**src/rtl/algo_yuv422_to_yuv444_p.sv**
```systemverilog
// YUV 4:2:2 -> 4:4:4 upsampler: {Y,C} beats in, {Y,Cb,Cr} pixels out at a fixed
// four-cycle latency, with optional linear chroma interpolation on odd pixels.
module algo_yuv422_to_yuv444_p #(
    parameter int DW       = 8,
    parameter int Y_UPPER  = 1,
    parameter int CB_FIRST = 1,
    parameter int INTERP   = 0
) (
    input  logic            clk,
    input  logic            rst,
    input  logic            i_vs,
    input  logic            i_hs,
    input  logic            i_data_en,
    input  logic [2*DW-1:0] i_q,
    output logic [DW-1:0]   o_y,
    output logic [DW-1:0]   o_cb,
    output logic [DW-1:0]   o_cr,
    output logic            o_vs,
    output logic            o_hs,
    output logic            o_data_en
);

    localparam logic [DW-1:0] C_MID = {1'b1, {(DW-1){1'b0}}};

    logic          phase_in;
    logic [DW-1:0] in_y;
    logic [DW-1:0] in_c;

    // index 0 holds beat n+2, index 2 holds beat n (the one being emitted)
    logic [2:0]    st_valid;
    logic [2:0]    st_phase;
    logic [2:0]    st_vs;
    logic [2:0]    st_hs;
    logic [DW-1:0] st_y [0:2];
    logic [DW-1:0] st_c [0:2];

    logic [DW-1:0] first_hold;
    logic [DW-1:0] sec_hold;
    logic          sec_valid;

    logic          partner;
    logic          next_pair;
    logic [DW-1:0] pix_first;
    logic [DW-1:0] pix_second;

    function automatic logic [DW-1:0] avg(input logic [DW-1:0] a, input logic [DW-1:0] b);
        logic [DW:0] sum;
        sum = {1'b0, a} + {1'b0, b} + {{DW{1'b0}}, 1'b1};
        sum = sum >> 1;
        return sum[DW-1:0];
    endfunction

    assign in_y = (Y_UPPER != 0) ? i_q[2*DW-1:DW] : i_q[DW-1:0];
    assign in_c = (Y_UPPER != 0) ? i_q[DW-1:0]    : i_q[2*DW-1:DW];

    always_ff @(posedge clk or posedge rst) begin
        if (rst) begin
            phase_in <= 1'b0;
            st_valid <= '0;
            st_phase <= '0;
            st_vs    <= '0;
            st_hs    <= '0;
            for (int i = 0; i < 3; i++) begin
                st_y[i] <= '0;
                st_c[i] <= '0;
            end
        end else begin
            phase_in <= i_data_en ? ~phase_in : 1'b0;
            st_valid <= {st_valid[1:0], i_data_en};
            st_phase <= {st_phase[1:0], phase_in & i_data_en};
            st_vs    <= {st_vs[1:0], i_vs};
            st_hs    <= {st_hs[1:0], i_hs};
            st_y[0]  <= in_y;
            st_c[0]  <= in_c;
            for (int i = 1; i < 3; i++) begin
                st_y[i] <= st_y[i-1];
                st_c[i] <= st_c[i-1];
            end
        end
    end

    // a phase restart or an invalid beat marks a line boundary
    assign partner   = st_valid[1] & st_phase[1];
    assign next_pair = st_valid[1] & ~st_phase[1] & st_valid[0] & st_phase[0];

    always_comb begin
        pix_first  = st_c[2];
        pix_second = st_c[1];
        if (!st_phase[2]) begin
            if (partner) begin
                pix_second = st_c[1];
            end else if (sec_valid) begin
                pix_second = sec_hold;
            end else begin
                pix_second = C_MID;
            end
        end else if ((INTERP != 0) && next_pair) begin
            pix_first  = avg(first_hold, st_c[1]);
            pix_second = avg(st_c[2], st_c[0]);
        end else begin
            pix_first  = first_hold;
            pix_second = st_c[2];
        end
    end

    always_ff @(posedge clk or posedge rst) begin
        if (rst) begin
            o_y        <= '0;
            o_cb       <= '0;
            o_cr       <= '0;
            o_vs       <= 1'b0;
            o_hs       <= 1'b0;
            o_data_en  <= 1'b0;
            first_hold <= '0;
            sec_hold   <= '0;
            sec_valid  <= 1'b0;
        end else begin
            o_vs      <= st_vs[2];
            o_hs      <= st_hs[2];
            o_data_en <= st_valid[2];
            if (st_valid[2]) begin
                o_y  <= st_y[2];
                o_cb <= (CB_FIRST != 0) ? pix_first  : pix_second;
                o_cr <= (CB_FIRST != 0) ? pix_second : pix_first;
                if (!st_phase[2]) begin
                    first_hold <= st_c[2];
                end else begin
                    sec_hold  <= st_c[2];
                    sec_valid <= 1'b1;
                end
            end else begin
                sec_valid <= 1'b0;
            end
        end
    end

endmodule

```
**config.mk**
```make
export PLATFORM = sky130hd
export DESIGN_NAME = algo_yuv422_to_yuv444_p
export DESIGN_NICKNAME = d
export VERILOG_FILES = /design/src/rtl/algo_yuv422_to_yuv444_p.sv
export SDC_FILE = /design/constraint.sdc
export NUM_CORES = 1
export LEC_CHECK = 0
export CORE_ASPECT_RATIO = 1.5
export CORE_UTILIZATION = 52
export CTS_CLUSTER_SIZE = 10
export DETAILED_ROUTE_END_ITERATION = 16
export PLACE_DENSITY_LB_ADDON = 0.08
export SETUP_SLACK_MARGIN = 0.15
export SLEW_MARGIN = 20
export SYNTH_ARGS = -nofsm -noshare
export SYNTH_HDL_FRONTEND = slang
export SYNTH_SLANG_ARGS = --single-unit
```
**constraint.sdc**
```tcl
create_clock -name clk -period 4.38 [get_ports clk]
set_clock_uncertainty 0.05 [all_clocks]
set_input_delay 1.095 -clock clk [delete_from_list [all_inputs] [get_ports clk]]
set_output_delay 1.095 -clock clk [all_outputs]
set_load 0.01 [all_outputs]
```
==> results.cfg <==
[run_status]
status = finished, final reports clean

[die]
fp.coreArea_um2 = 5530
dieArea_um2 = 6100
rows = 33
start_util = 0.544
fp.dieH_um = 95.2
ios = 48
die_w_um = 64.1

[worst_setup_path]
required_ns = 3.23
r2r_end = first_hold[7]$_DFFE_PP0P_
ff2ff_path_depth = 2
start_kind = flip-flop
worst-path-max-fanout = 2
ff2ff_setup_slack_ns = 2.65
worst-path-buf-inv = 1
crit_family = buffers and inverters
worstReg2RegStart = st_valid[2]$_DFF_PP0_
end_kind = primary output
crit_chain = clkdlybuf4s50_1
cp.arrival_ns = 1.28
slowest_stage = clkdlybuf4s50_1
crit_type = flip-flop to primary output
slowest_delay_ns = 0.55

[route]
via_per_inst = 5.08
drtIter0Drc = 96
wl_um = 4670
drcViolationCount = 0
routedWlPerCell_um = 15.1
first_pass_iters = 5
ant_nets = 0
vias = 1574

[synth]
synth_commonest_cells = dfrtp_1 (97), nand2_1 (26), mux2_2 (14)
syn_area_um2 = 3010
synth-edff-count = 0
ys.warnings.count = 0
synth_cells = 183
synth.distinct_cells = 18
synth_top_area_share = 0.806
synth_nets = 204
synthFlopType = dfrtp_1
seq_area_frac_synth = 0.806
yosysMostFrequentCell = dfrtp_1
yosysTopAreaCell = dfrtp_1
synth_area_leaders = dfrtp_1 (81%), mux2_2 (5.2%), nand2_1 (3.2%)
syn_avg_cell_area_um2 = 16.5
synth-async-reset-ratio = 1.00
ys_seq_elements = 97

[grt]
grt_overflow = 0
first_global_vias = 1650
grt.total_usage = 0.177
grt_first_pass_wirelength_um = 7760
grt_start_max_net_pins = 98
antenna_found_initial = 0

[power_and_ir_drop]
power_density_nw_per_um2 = 484
ir_drop_mv = 0.327
leakage_uw = 0.00171

[clock_tree]
post_cts_resized = 0
cts_setup_buffers = 0
cts_tree = done
cts_sinks = 97
cts_buffers = 9
cts_root_buffer = clkbuf_8
htree_levels = 3
cts_max_path_buffers = 2
clkTransAtPathRegs_ns = 0.09
cts_hold_buf = 0
clk_latency_ns = 0.34

[worst_hold_path]
min_path_type = flip-flop to flip-flop
hold_depth = 0
worstHoldStart = st_y[20]$_DFF_PP0_
hold_end = st_y[12]$_DFF_PP0_

[final_layout]
fin_cells = 310
diodes = 0
area_growth_pct = 25.1
drive_above_1_share = 0.142
final_nets = 256

[timing]
fmax_ghz = 0.413
timing.hold.ws_ns = 0.302
drv_slew = 0
rsz0062_at_grt = false
postLayoutSetupSlackWorst_ns = 1.96
setup_violations = 0
fin_crit_sh = 0.553
max_slew.worst_pin.slew_ns = 0.859
finalCriticalPeriod_ns = 2.42
maxSlewHeadroom = 0.427
fin_setup_tns_ns = 0
hold_viol_final = 0

[flow_run]
drv_cap = 0

[place]
portBuffers = 47
pre_cts_slack_ns = 1.80
dpl.hpwl_um = 3060
finalWeightedCongestion = 0.776
place_inst = 294
==> layout make-up <==
cell class                      count  area (µm²)
Sequential cell                    97        2430
Fill cell                         398        1770
Multi-Input combinational cell     71         499
Timing Repair Buffer               47         470
Clock buffer                        9         124
Clock inverter                      7         119
Tap cell                           70        87.6
Inverter                            9        38.8
==> registers in the layout (all words and copies together), names as in the netlist <==
register and count:
first_hold 8, o_cr 8, o_data_en 1, o_hs 1, o_vs 1, o_y 8, phase_in 1, sec_hold 8
sec_valid 1, st_c 24, st_hs 3, st_phase 3, st_valid 3, st_vs 3, st_y 24
==> logic make-up (layout without fill, tap and decap cells) <==
kind of cell,count (synthesis),in the layout,share of synthesized area
compound gates,16,16,0.0403
buf+inv,15,72,0.0278
flops,97,97,0.806
mux,17,17,0.0657
simple gates,38,38,0.0598
==> how the worst max path moves through the flow <==
stage / from / endpoint / slack [ns] / depth (start not counted)
after global placement: rst / o_vs$_DFF_PP0_ / 1.87 / 2
after floorplan: rst / first_hold[0]$_DFFE_PP0P_ / 0.70 / 1
after detailed placement: rst / first_hold[1]$_DFFE_PP0P_ / 1.80 / 2
final: o_cr[3]$_DFFE_PP0P_ / o_cr[3] / 1.96 / 1
after global routing: o_y[3]$_DFFE_PP0P_ / o_y[3] / 1.91 / 1
after CTS: o_cr[3]$_DFFE_PP0P_ / o_cr[3] / 1.94 / 1
==> power by group <==
group / total [µW] / switching, µW / internal [µW]
Sequential: 1000 / 39.2 / 964
Combinational: 155 / 65.1 / 90.3
Clock: 663 / 284 / 379
==> stage by stage <==
stage	total power, µW	instance area (µm²)	utilization
global placement	1170	3520	0.636
CTS	1840	3760	0.680
finish	1820	3770	0.681
floorplan	1090	3010	-
detailed placement	1180	3520	0.636
global route	1900	3770	0.681
==> metal layers <==
layer  global-route usage  part of all wire  vias to the layer above
met3               0.0431             0.039                        9
met2                0.292              0.55                       50
met5                    0                 0                        -
li1                     -                 -                      713
met4                0.104             0.019                        0
met1                0.212              0.39                      802
==> placed cells by master (no fill, tap or decap), drive strengths merged <==
cell type | synthesis | layout
nand2 | 26 | 26
mux2 | 16 | 16
clkinvlp | 0 | 2
and2 | 2 | 2
clkbuf | 0 | 9
nand2b | 2 | 2
dfrtp | 97 | 97
inv | 9 | 9
o21a | 1 | 1
clkinv | 0 | 2
o221ai | 8 | 8
clkdlybuf4s50 | 0 | 47
mux2i | 1 | 1
bufinv | 0 | 3
nor2b | 1 | 1
and3 | 7 | 7
a31oi | 7 | 7
Note: power is estimated with default switching activity, not from simulation.
